--- src/rtl/tetris_pkg.sv ---
// tetris_pkg: shared definitions for the tetris playfield engine.
//   - tetris_state_t : playfield state machine encoding
//   - DEF_*          : default board geometry and timing dividers
//   - SCORE_W        : width of the cleared-row score counter
package tetris_pkg;

  localparam int DEF_COLS     = 8;
  localparam int DEF_ROWS     = 8;
  localparam int DEF_DROP_DIV = 25_000_000;
  localparam int DEF_SCAN_DIV = 50_000;
  localparam int SCORE_W      = 8;

  typedef enum logic [2:0] {
    ST_SPAWN = 3'd0,
    ST_FALL  = 3'd1,
    ST_LOCK  = 3'd2,
    ST_CLEAR = 3'd3,
    ST_OVER  = 3'd4
  } tetris_state_t;

endpackage

--- src/rtl/tetris_row_scan.sv ---
// tetris_row_scan: row-scanned LED matrix driver.
//   clk, rst       : system clock, synchronous active-high reset
//   row_data_i     : board bits of the row currently being scanned
//   overlay_i      : falling-piece bits to OR onto that row
//   blank_i        : forces the column data to zero
//   scan_row_o     : index of the row being scanned (selects row_data_i)
//   led_row_o      : registered one-hot row select (row 0 after reset)
//   led_col_o      : registered column data for the selected row
module tetris_row_scan import tetris_pkg::*; #(
  parameter int COLS     = DEF_COLS,
  parameter int ROWS     = DEF_ROWS,
  parameter int SCAN_DIV = DEF_SCAN_DIV,
  localparam int RW      = (ROWS > 1) ? $clog2(ROWS) : 1
) (
  input  logic            clk,
  input  logic            rst,
  input  logic [COLS-1:0] row_data_i,
  input  logic [COLS-1:0] overlay_i,
  input  logic            blank_i,
  output logic [RW-1:0]   scan_row_o,
  output logic [ROWS-1:0] led_row_o,
  output logic [COLS-1:0] led_col_o
);

  localparam int SW = (SCAN_DIV > 1) ? $clog2(SCAN_DIV) : 1;

  logic [SW-1:0]   scnt_q, scnt_d;
  logic [RW-1:0]   srow_q, srow_d;
  logic [ROWS-1:0] led_row_q;
  logic [COLS-1:0] led_col_q;

  always_comb begin
    scnt_d = scnt_q + SW'(1);
    srow_d = srow_q;
    if (scnt_q == SW'(SCAN_DIV - 1)) begin
      scnt_d = '0;
      srow_d = (srow_q == RW'(ROWS - 1)) ? '0 : srow_q + RW'(1);
    end
  end

  // Row select and column data are both taken from the pre-edge scan row,
  // so the pair on the outputs always describes the same row.
  always_ff @(posedge clk) begin
    if (rst) begin
      scnt_q    <= '0;
      srow_q    <= '0;
      led_row_q <= ROWS'(1);
      led_col_q <= '0;
    end else begin
      scnt_q    <= scnt_d;
      srow_q    <= srow_d;
      led_row_q <= ROWS'(1) << srow_q;
      led_col_q <= blank_i ? '0 : (row_data_i | overlay_i);
    end
  end

  assign scan_row_o = srow_q;
  assign led_row_o  = led_row_q;
  assign led_col_o  = led_col_q;

endmodule

--- src/rtl/tetris_board.sv ---
// tetris_board: playfield engine fed by the button logic's right/left levels.
// Owns the board bitmap and a single-cell falling piece; applies moves,
// gravity, locking, row clearing and game-over, and drives the LED matrix.
//   clk, rst   : system clock, synchronous active-high reset
//   right,left : move request levels (acted on at rising edges)
//   led_row    : one-hot active-high row select
//   led_col    : active-high column data for the selected row
//   score      : cleared-row count, saturating
//   game_over  : high while in the OVER state
// Optional: define TETRIS_OVER_BLINK_EN to blank the display on alternate
// gravity periods while in OVER.
module tetris_board import tetris_pkg::*; #(
  parameter int COLS     = DEF_COLS,
  parameter int ROWS     = DEF_ROWS,
  parameter int DROP_DIV = DEF_DROP_DIV,
  parameter int SCAN_DIV = DEF_SCAN_DIV
) (
  input  logic               clk,
  input  logic               rst,
  input  logic               right,
  input  logic               left,
  output logic [ROWS-1:0]    led_row,
  output logic [COLS-1:0]    led_col,
  output logic [SCORE_W-1:0] score,
  output logic               game_over
);

  localparam int RW = (ROWS > 1) ? $clog2(ROWS) : 1;
  localparam int CW = (COLS > 1) ? $clog2(COLS) : 1;
  localparam int GW = $clog2(DROP_DIV);
  localparam logic [CW-1:0] SPAWN_COL = CW'(COLS / 2);

  tetris_state_t      state_q, state_d;
  logic [COLS-1:0]    board_q [ROWS];
  logic [COLS-1:0]    board_d [ROWS];
  logic [RW-1:0]      row_q, row_d;
  logic [CW-1:0]      col_q, col_d;
  logic [GW-1:0]      grav_q, grav_d;
  logic               pend_q, pend_d;
  logic [SCORE_W-1:0] score_q, score_d;
  logic               r_q, r_prev_q, l_q, l_prev_q;
  logic               blank;

  logic               r_edge, l_edge, tick, can_r, can_l, blocked_down;
  logic [GW-1:0]      grav_next;
  logic [RW-1:0]      row_below;
  logic [CW-1:0]      col_rt, col_lt;
  logic [RW-1:0]      scan_row;
  logic [COLS-1:0]    overlay;

  assign r_edge    = r_q & ~r_prev_q;
  assign l_edge    = l_q & ~l_prev_q;
  assign tick      = (grav_q == GW'(DROP_DIV - 1));
  assign grav_next = tick ? '0 : grav_q + GW'(1);
  assign row_below = row_q + RW'(1);
  assign col_rt    = col_q + CW'(1);
  assign col_lt    = col_q - CW'(1);

  // Simultaneous right and left edges cancel; a blocked move is simply lost.
  assign can_r = r_edge & ~l_edge & (col_q != CW'(COLS - 1)) & ~board_q[row_q][col_rt];
  assign can_l = l_edge & ~r_edge & (col_q != '0) & ~board_q[row_q][col_lt];
  assign blocked_down = (row_q == RW'(ROWS - 1)) | board_q[row_below][col_q];

`ifdef TETRIS_OVER_BLINK_EN
  logic blank_q, blank_d;
  assign blank = (state_q == ST_OVER) & blank_q;
`else
  assign blank = 1'b0;
`endif

  always_comb begin
    state_d = state_q;
    board_d = board_q;
    row_d   = row_q;
    col_d   = col_q;
    grav_d  = grav_q;
    pend_d  = pend_q;
    score_d = score_q;
`ifdef TETRIS_OVER_BLINK_EN
    blank_d = blank_q;
`endif
    case (state_q)
      ST_SPAWN: begin
        row_d   = '0;
        col_d   = SPAWN_COL;
        grav_d  = '0;
        pend_d  = 1'b0;
        state_d = board_q[0][SPAWN_COL] ? ST_OVER : ST_FALL;
      end
      ST_FALL: begin
        grav_d = grav_next;
        // An accepted move wins the cycle; a coinciding tick is deferred one
        // cycle so it is judged against the new column.
        if (can_r) begin
          col_d  = col_rt;
          pend_d = pend_q | tick;
        end else if (can_l) begin
          col_d  = col_lt;
          pend_d = pend_q | tick;
        end else if (tick | pend_q) begin
          pend_d = 1'b0;
          if (blocked_down) state_d = ST_LOCK;
          else              row_d   = row_below;
        end
      end
      ST_LOCK: begin
        board_d[row_q][col_q] = 1'b1;
        state_d = ST_CLEAR;
      end
      ST_CLEAR: begin
        if (&board_q[row_q]) begin
          for (int unsigned r = 1; r < ROWS; r++) begin
            if (r <= 32'(row_q)) board_d[RW'(r)] = board_q[RW'(r - 1)];
          end
          board_d[0] = '0;
          if (score_q != '1) score_d = score_q + SCORE_W'(1);
        end
        state_d = ST_SPAWN;
      end
      ST_OVER: begin
`ifdef TETRIS_OVER_BLINK_EN
        grav_d = grav_next;
        if (tick) blank_d = ~blank_q;
`else
        grav_d = '0;
`endif
      end
      default: state_d = ST_SPAWN;
    endcase
  end

  always_ff @(posedge clk) begin
    if (rst) begin
      state_q  <= ST_SPAWN;
      board_q  <= '{default: '0};
      row_q    <= '0;
      col_q    <= SPAWN_COL;
      grav_q   <= '0;
      pend_q   <= 1'b0;
      score_q  <= '0;
      r_q      <= 1'b0;
      r_prev_q <= 1'b0;
      l_q      <= 1'b0;
      l_prev_q <= 1'b0;
`ifdef TETRIS_OVER_BLINK_EN
      blank_q  <= 1'b0;
`endif
    end else begin
      state_q  <= state_d;
      board_q  <= board_d;
      row_q    <= row_d;
      col_q    <= col_d;
      grav_q   <= grav_d;
      pend_q   <= pend_d;
      score_q  <= score_d;
      r_q      <= right;
      r_prev_q <= r_q;
      l_q      <= left;
      l_prev_q <= l_q;
`ifdef TETRIS_OVER_BLINK_EN
      blank_q  <= blank_d;
`endif
    end
  end

  assign overlay = ((state_q == ST_FALL) && (row_q == scan_row)) ? (COLS'(1) << col_q) : '0;

  tetris_row_scan #(
    .COLS     (COLS),
    .ROWS     (ROWS),
    .SCAN_DIV (SCAN_DIV)
  ) u_scan (
    .clk        (clk),
    .rst        (rst),
    .row_data_i (board_q[scan_row]),
    .overlay_i  (overlay),
    .blank_i    (blank),
    .scan_row_o (scan_row),
    .led_row_o  (led_row),
    .led_col_o  (led_col)
  );

  assign score     = score_q;
  assign game_over = (state_q == ST_OVER);

endmodule

--- config.mk ---
export PLATFORM = sky130hd
export DESIGN_NAME = tetris_board
export DESIGN_NICKNAME = d
export VERILOG_FILES = /design/src/rtl/tetris_pkg.sv /design/src/rtl/tetris_row_scan.sv /design/src/rtl/tetris_board.sv
export SDC_FILE = /design/constraint.sdc
export NUM_CORES = 1
export LEC_CHECK = 0
export ABC_AREA = 1
export BUFFER_PORTS_ARGS = -buffer_cell sky130_fd_sc_hd__buf_2
export CORE_UTILIZATION = 45
export CTS_BUF_LIST = sky130_fd_sc_hd__clkbuf_16
export DETAILED_ROUTE_END_ITERATION = 16
export PLACE_DENSITY = 0.61
export SLEW_MARGIN = 5
export SYNTH_ARGS = -nofsm -noshare
export SYNTH_HDL_FRONTEND = slang
export SYNTH_SLANG_ARGS = --single-unit
--- constraint.sdc ---
create_clock -name clk -period 8.2 [get_ports clk]
set_input_delay 1.64 -clock clk [delete_from_list [all_inputs] [get_ports clk]]
set_output_delay 1.64 -clock clk [all_outputs]
set_load 0.01 [all_outputs]
# Yosys cells after proc, flatten, opt, wreduce, memory -nomap -nowiden
# Index checks and enable logic that the tools add are counted.
dict set report op_classes {
  n_addsub 7
  reduce_logical 24
  muxes 50
  shift 2
  bitwise_logic 22
  div 0
  n_mul 0
  magnitude_cmp 15
  eq_ne 26
}
# operator n
set op_table {}
lappend op_table {{case mux 64 bit (2 select lines)} 1}
lappend op_table {{two-way mux 8 bit} 15}
lappend op_table {{binary-select mux 8 bit (select 3 bit)} 3}
lappend op_table {{two-way mux 64 bit} 1}
lappend op_table {{bitwise OR 64 bit} 1}
lappend op_table {{case mux 25 bit (2 select lines)} 1}
lappend op_table {{two-way mux 3 bit} 12}
lappend op_table {{!= test 2 bit, second input constant} 13}
lappend op_table {{adder 25 x 1 -> 25 bit, second input constant} 1}
lappend op_table {{equality test 25 bit, second input constant} 1}
lappend op_table {{two-way mux 25 bit} 1}
lappend op_table {{demux 8 bit (select 3 bit)} 1}
lappend op_table {{AND reduction 3 bit} 7}
lappend op_table {{adder 16 x 1 -> 16 bit, second input constant} 1}
lappend op_table {{equality test 16 bit, second input constant} 1}
lappend op_table {{<< shifter 1 x 3 -> 8 bit, first input constant} 2}
lappend op_table {{>= comparator 4 bit, second input constant} 3}
lappend op_table {{less-or-equal comparator 3 bit, first input constant} 4}
lappend op_table {{less-than comparator 3 x 4 -> 1 bit, second input constant} 3}
lappend op_table {{inverter 3 -> 4 bit} 3}
lappend op_table {{case mux 3 bit (2 select lines)} 2}
lappend op_table {{case mux 3 bit (4 select lines)} 1}
lappend op_table {{AND reduction 10 bit} 1}
lappend op_table {{AND reduction 5 bit} 2}
lappend op_table {{29 further kinds} 65}
dict set report word_totals {
  romBits 0
  latch_bits 0
  in_bits 4
  output_inout_bits 25
  ff_bits 146
  word_cells 168
  mem_count 0
  mem_bits_rw 0
}

# Depth between registers and ports, before layout
dict set report depth {
  word_depth 13
  ltp_mapped 19
  depth_no_buf 16
}

# By module
# A second synthesis with hierarchy kept.
dict set report unflattened {
  cells_unflattened 1641
  hier_area_um2 9897.0
}
# mod seq_area_each_um2 instances area_each_um2 cells_each
set by_module_without_submodules {}
lappend by_module_without_submodules {tetris_board 2222.1 1 8361.8 1438}
lappend by_module_without_submodules {tetris_row_scan 700.7 1 1535.2 203}

# Worst setup path after synthesis
# OpenSTA, ideal clock, no wires.
dict set report synth_path {
  path_type {register to register}
  from {register row_q[0]}
  to {register row_q[0]}
  setup_ns 0.064
  path_buffers 5
  required_time_ns 8.136
  arrival_time_ns 2.589
  path_stages_with_launch 20
  synth_period_minus_slack_ns 2.653
  path_slack_ns 5.547
  path_cell_list {dfxtp_1 > buf_4 > inv_2 > buf_2 > buf_2 > ha_1 > clkbuf_1 > clkbuf_1 > a21oi_1 > o21ai_0 > nand3_1 > nand3_1 > nand2_1 > nor2_1 > nand3_1 > a21oi_1 > nand3_1 > nand2_1 > inv_1 > nor2_1}
}
dict set report synth_via {
  elab_chain_cells 10
  word_cells_on_any_way 30
  cone_classes {add/sub: 1; eq/ne: 4; mux: 17; bitwise: 7; reduce/logical: 1}
}
# element line_no
set synth_rtl {}
lappend synth_rtl {{start, declared} tetris_board.sv:36} ;# logic [RW-1:0] row_q, row_d;
lappend synth_rtl {{start signal, assigned} tetris_board.sv:151} ;# row_q <= row_d;
lappend synth_rtl {{adder 3 x 1 -> 3 bit / inverter 3 -> 4 bit (equally long branches)} {tetris_board.sv:55, tetris_board.sv:60, tetris_board.sv:61}}
lappend synth_rtl {{inverter 3 -> 4 bit (implied by the code) / binary-select mux 8 bit (select 3 bit) (equally long branches)} {tetris_board.sv:62, tetris_board.sv:60, tetris_board.sv:61}}
lappend synth_rtl {{binary-select mux 8 bit (select 3 bit) / two-way mux 8 bit (equally long branches)} {tetris_board.sv:62, tetris_board.sv:60, tetris_board.sv:61}}
lappend synth_rtl {{two-way mux 8 bit, on equally long branches} {tetris_board.sv:62, tetris_board.sv:60, tetris_board.sv:61}}
lappend synth_rtl {{two-way mux 8 bit (implied by the code), or another cell as far along} tetris_board.sv:62} ;# assign blocked_down = (row_q == RW'(ROWS - 1)) | board_q[row_below][col_q];
lappend synth_rtl {{binary-select mux 1 bit (select 3 bit), or another cell as far along} tetris_board.sv:62}
lappend synth_rtl {{two-way mux 1 bit (implied by the code), or another cell as far along} tetris_board.sv:62}
lappend synth_rtl {{bitwise OR 1 bit, or another cell as far along} tetris_board.sv:62}
lappend synth_rtl {{!= test 2 bit (no source line)} n/a}
lappend synth_rtl {{AND reduction 5 bit (no source line)} n/a}
# Parallel ways exist; a longest one is shown, timed or not. The select of a mux whose other input is x is not followed.
# A chain may end at the register's enable or synchronous reset.

# Final worst setup path
dict set report layout_path {
  from {register row_q[1]}
  to {register row_q[0]}
}
dict set report layout_via {
  elab_chain_cells 10
  word_cells_on_any_way 25
  cone_classes {add/sub: 1; eq/ne: 4; mux: 12; bitwise: 7; reduce/logical: 1}
}
# element line_no
set layout_rtl {}
lappend layout_rtl {{adder 3 x 1 -> 3 bit / inverter 3 -> 4 bit (equally long branches)} {tetris_board.sv:55, tetris_board.sv:60, tetris_board.sv:61}}
lappend layout_rtl {{inverter 3 -> 4 bit (implied by the code) / binary-select mux 8 bit (select 3 bit) (equally long branches)} {tetris_board.sv:62, tetris_board.sv:60, tetris_board.sv:61}}
lappend layout_rtl {{binary-select mux 8 bit (select 3 bit) / two-way mux 8 bit (equally long branches)} {tetris_board.sv:62, tetris_board.sv:60, tetris_board.sv:61}}
lappend layout_rtl {{two-way mux 8 bit, on equally long branches} {tetris_board.sv:62, tetris_board.sv:60, tetris_board.sv:61}}
lappend layout_rtl {{two-way mux 8 bit (implied by the code), or another cell as far along} tetris_board.sv:62}
lappend layout_rtl {{binary-select mux 1 bit (select 3 bit), or another cell as far along} tetris_board.sv:62}
lappend layout_rtl {{two-way mux 1 bit (implied by the code), or another cell as far along} tetris_board.sv:62}
lappend layout_rtl {{bitwise OR 1 bit, or another cell as far along} tetris_board.sv:62}
lappend layout_rtl {{!= test 2 bit (no source line)} n/a}
lappend layout_rtl {{AND reduction 5 bit (no source line) (*)} n/a}
# Mark *: on every way between the ends. The rest lies on a longest branch, timed or not. The select of a mux whose other input is x is not followed.

==> metrics.md <==
| Metric | Value |
|---|---|
| Setup Skew | 0.0111 ns |
| Path type of the worst setup path | flip-flop to flip-flop |
| Number of synthesized register bits | 146 |
| H-tree Lvls | 4 |
| Via count | 10200 |
| Period Utilization, post-route | 0.495 |
| Clk_lat worst skew | 0.44 ns |
| Die Span Y | 147 um |
| Mapped Cells | 1534 |
| Post-DR vias/cell | 5.65 |
| Final hold vios | 0 |
| Grt met3 use | 0.0472 |
| Dpl hpwl | 21.4 mm |
| Setup-failing EPs final | 0 |
| DRC errors left | 0 |
| Fin area | 10300 um2 |
| Cell Area, Synth | 9450 um2 |
| Post-synthesis cell type count | 41 |
| Dpl cells | 1766 |
| Largest net degree at the start of global routing | 99 |
| Main combinational cell family by area after synthesis | simple AND/OR/NAND/NOR gates |
| Outcome | complete, no violations |
| Worst path required time | 8.57 ns |
| Ys Warns | 0 |
| GR Util met1 | 0.402 |
| Period minus WS final | 4.06 ns |
| Average size of a mapped cell | 6.16 um2 |
| DIE AREA | 21600 um2 |
| Routed Antenna Nets | 0 |
| Worst relative slew slack | 0.336 |
| Mux cell area share after synthesis | 0 |
| Post-Synth Adder-Cell Area | 0.0238 |
| Ratio of cells with drive above 1 in the final layout | 0.0609 |
| Postcts setup bufs | 0 |
| First-pass GRT wire length | 50.1 mm |
| Pwr Total | 3040 uW |
| Syn nets | 1556 |
| Final WS setup | 4.14 ns |
| Compound-Gate Fraction of Synth Area | 0.204 |
| Wire length per cell | 17.1 um |
| Hold WC Path Type | flip-flop to flip-flop |
| Fin. max-slew vios | 0 |
| Non-Filler Instances | 1798 |
| Core area | 20400 um2 |
| Leakage power | 0.00426 uW |
| Post-synthesis simple-gate area fraction | 0.344 |
| Most frequent CP cell | nand3_1 |
| Setup TNS | 0 ns |
| Die width | 147 um |
| Clock slew at reported path FFs | 0.07 ns |
| Startpoint Class | flip-flop |
| Initial antenna violation count | 0 |
| Row cnt | 52 |
| Routability cong. | 1.00 |
| Ant. Diodes | 0 |
| Vias in the first global route | 9157 |
| F_max | 246 MHz |
| Final WL | 30.8 mm |
| RSZ-0062 raised after global routing | false |
| CP Capture Type | flip-flop |
| MaxCap Viol Count | 0 |
| GRT met2 Usage | 0.458 |
| Arrival @ worst endpoint | 4.43 ns |
| TritonRoute pass-1 iters | 6 |
| Critical Path, Cell by Cell | inv_4 > ha_1 > clkinv_1 > o211ai_1 > nand3_1 > nand3_1 > nand2_1 > nor2_1 > nand3_1 > a21oi_1 > nand3_1 > nand2_1 > inv_1 > nor2_1 |
| CTS Buffer Depth | 2 |
| Hold-fix buffer count after cts | 0 |
| Top-Level Pins | 29 |
| Area grow syn2layout | 8.98% |
| Initial Util | 0.462 |
| Post-Synth XOR/XNOR Area | 0.0130 |
| Critical Path Max Stage Delay | 0.93 ns |
| CP max-delay cell | ha_1 |
| Pre-CTS WS | 4.24 ns |
| Grt ovf | 0 |
| Initial DRC count | 1121 |
| Power per Cell Area | 296 nW/um2 |
| Sequential fraction of the synthesis area | 0.309 |
| Root Driver | clkbuf_16 |
| TritonCTS clock tree | yes |
| GRT busiest layer | met2 |
| GRT Total Usage | 0.294 |
| Post-cts gate resize count | 0 |
| Final #Nets | 1537 |
| Placement Cell Area | 9660 um2 |
| Worst vdd ir | 131 uV |
| Fillers | 2181 |
| Critical Path Fanout Max | 24 |
| Number of CTS-inserted buffers | 17 |
| Least-Margin Pin Slew | 0.987 ns |
| CTS sink count | 146 |
| Port Buf Inserts | 28 |
synthesized netlist by cell type:
cell,count,area (um2)
nand2_1,371,1390
nor2_1,180,676
inv_1,160,601
nand3_1,152,761
a21oi_1,147,736
dfxtp_1,146,2920
o21ai_0,123,616
clkbuf_1,45,169
o211ai_1,37,278
nand4_1,26,163
a211oi_1,18,135
ha_1,18,225
buf_2,16,80.1
nor3_1,15,75.1
xor2_1,10,87.6
buf_1,7,26.3
nor4_1,7,43.8
buf_6,6,67.6
o311ai_0,6,52.6
a221oi_1,5,43.8
buf_4,5,37.5
o21ai_1,4,20.0
xnor2_1,4,35.0
and3_1,3,18.8
inv_2,3,11.3
a31oi_1,2,12.5
clkinv_1,2,7.51
nand3b_1,2,15.0
nor2_2,2,12.5
a22oi_2,1,12.5
a31o_2,1,8.76
inv_4,1,6.26
nand2_2,1,6.26
nand3_2,1,10.0
nor2_4,1,11.3
nor2_8,1,20.0
nor3b_1,1,7.51
nor4_4,1,21.3
o21ai_2,1,8.76
or2_2,1,6.26
or3_1,1,6.26
metal layers:
metal,wire (um),up-vias
met5,0,-
met1,14000,4630
li1,-,5057
met3,2210,64
met4,1050,0
met2,13500,403
registers in the layout, indices dropped and copies added (netlist names), 3 cells and up:
| name | cells |
|---|---|
| board_q | 64 |
| grav_q | 25 |
| u_scan.scnt_q | 16 |
| score | 8 |
| u_scan.led_col_o | 8 |
| u_scan.led_row_o | 8 |
| col_q | 3 |
| row_q | 3 |
| state_q | 3 |
| u_scan.scan_row_o | 3 |
critical path, delay by kind of cell (launching register included):
kind	cells	cell delay [ns]
and+or+nand+nor	8	0.87
AOI/OAI and AO/OA	2	0.52
DFF	1	0.88
adders and majority gates	1	0.93
buffers and inverters	3	0.77
path summary, 6_finish.rpt:
kind,from,endpoint,slack [ns],cells after the start
hold / removal,r_q$_SDFF_PP0_,r_prev_q$_SDFF_PP0_,0.44,2
setup / recovery,row_q[1]$_SDFFE_PP0P_,row_q[0]$_SDFFE_PP0P_,4.14,14
hold reg to reg,r_q$_SDFF_PP0_,r_prev_q$_SDFF_PP0_,0.44,2
setup reg to reg,row_q[1]$_SDFFE_PP0P_,row_q[0]$_SDFFE_PP0P_,4.14,14
cell families after synthesis:
logic type | after synthesis
flip-flops | 146
AO/OA/AOI/OAI | 345
AND/OR/NAND/NOR | 766
adder cells (fa/ha/maj) | 18
buffers and inverters | 245
XOR/XNOR | 14
stage by stage:
| stage | util | hold WS (ns) |
|---|---|---|
| CTS | 0.504 | 0.447 |
| finish | 0.504 | 0.441 |
| global route | 0.504 | 0.468 |
| detailed placement | 0.473 | 0.431 |
| floorplan | - | 0.411 |
| global placement | 0.473 | 0.433 |
where the power goes:
part	internal (uW)	leakage, uW	total [uW]	switching [uW]
logic	370	0.00278	1260	891
clock network	493	0.000304	856	363
registers	797	0.00118	924	127
final cells by class:
cell class	count	area, um2	share of cell area
clock inverter	15	210	0.0204
inverter	166	626	0.0608
clock buffer	17	425	0.0413
sequential	146	2920	0.284
multi-input combinational	1143	5530	0.538
tap	270	338	0.0328
timing repair buffer	41	238	0.0231
cell usage in the layout, fill, tap and decap left out, drive strengths merged, types with 4 or more instances in the layout:
cell	Yosys	layout
a21oi	147	147
nand2	372	372
a211oi	18	18
o311ai	6	6
nand3	153	153
nand4	26	26
a221oi	5	5
nor3	15	15
o211ai	37	37
ha	18	18
inv	164	172
nor2	184	184
clkbuf	45	17
clkinv	2	4
buf	34	41
nor4	8	8
dfxtp	146	146
xnor2	4	4
o21ai	128	128
xor2	10	10
(Power assumes the default switching activity.)
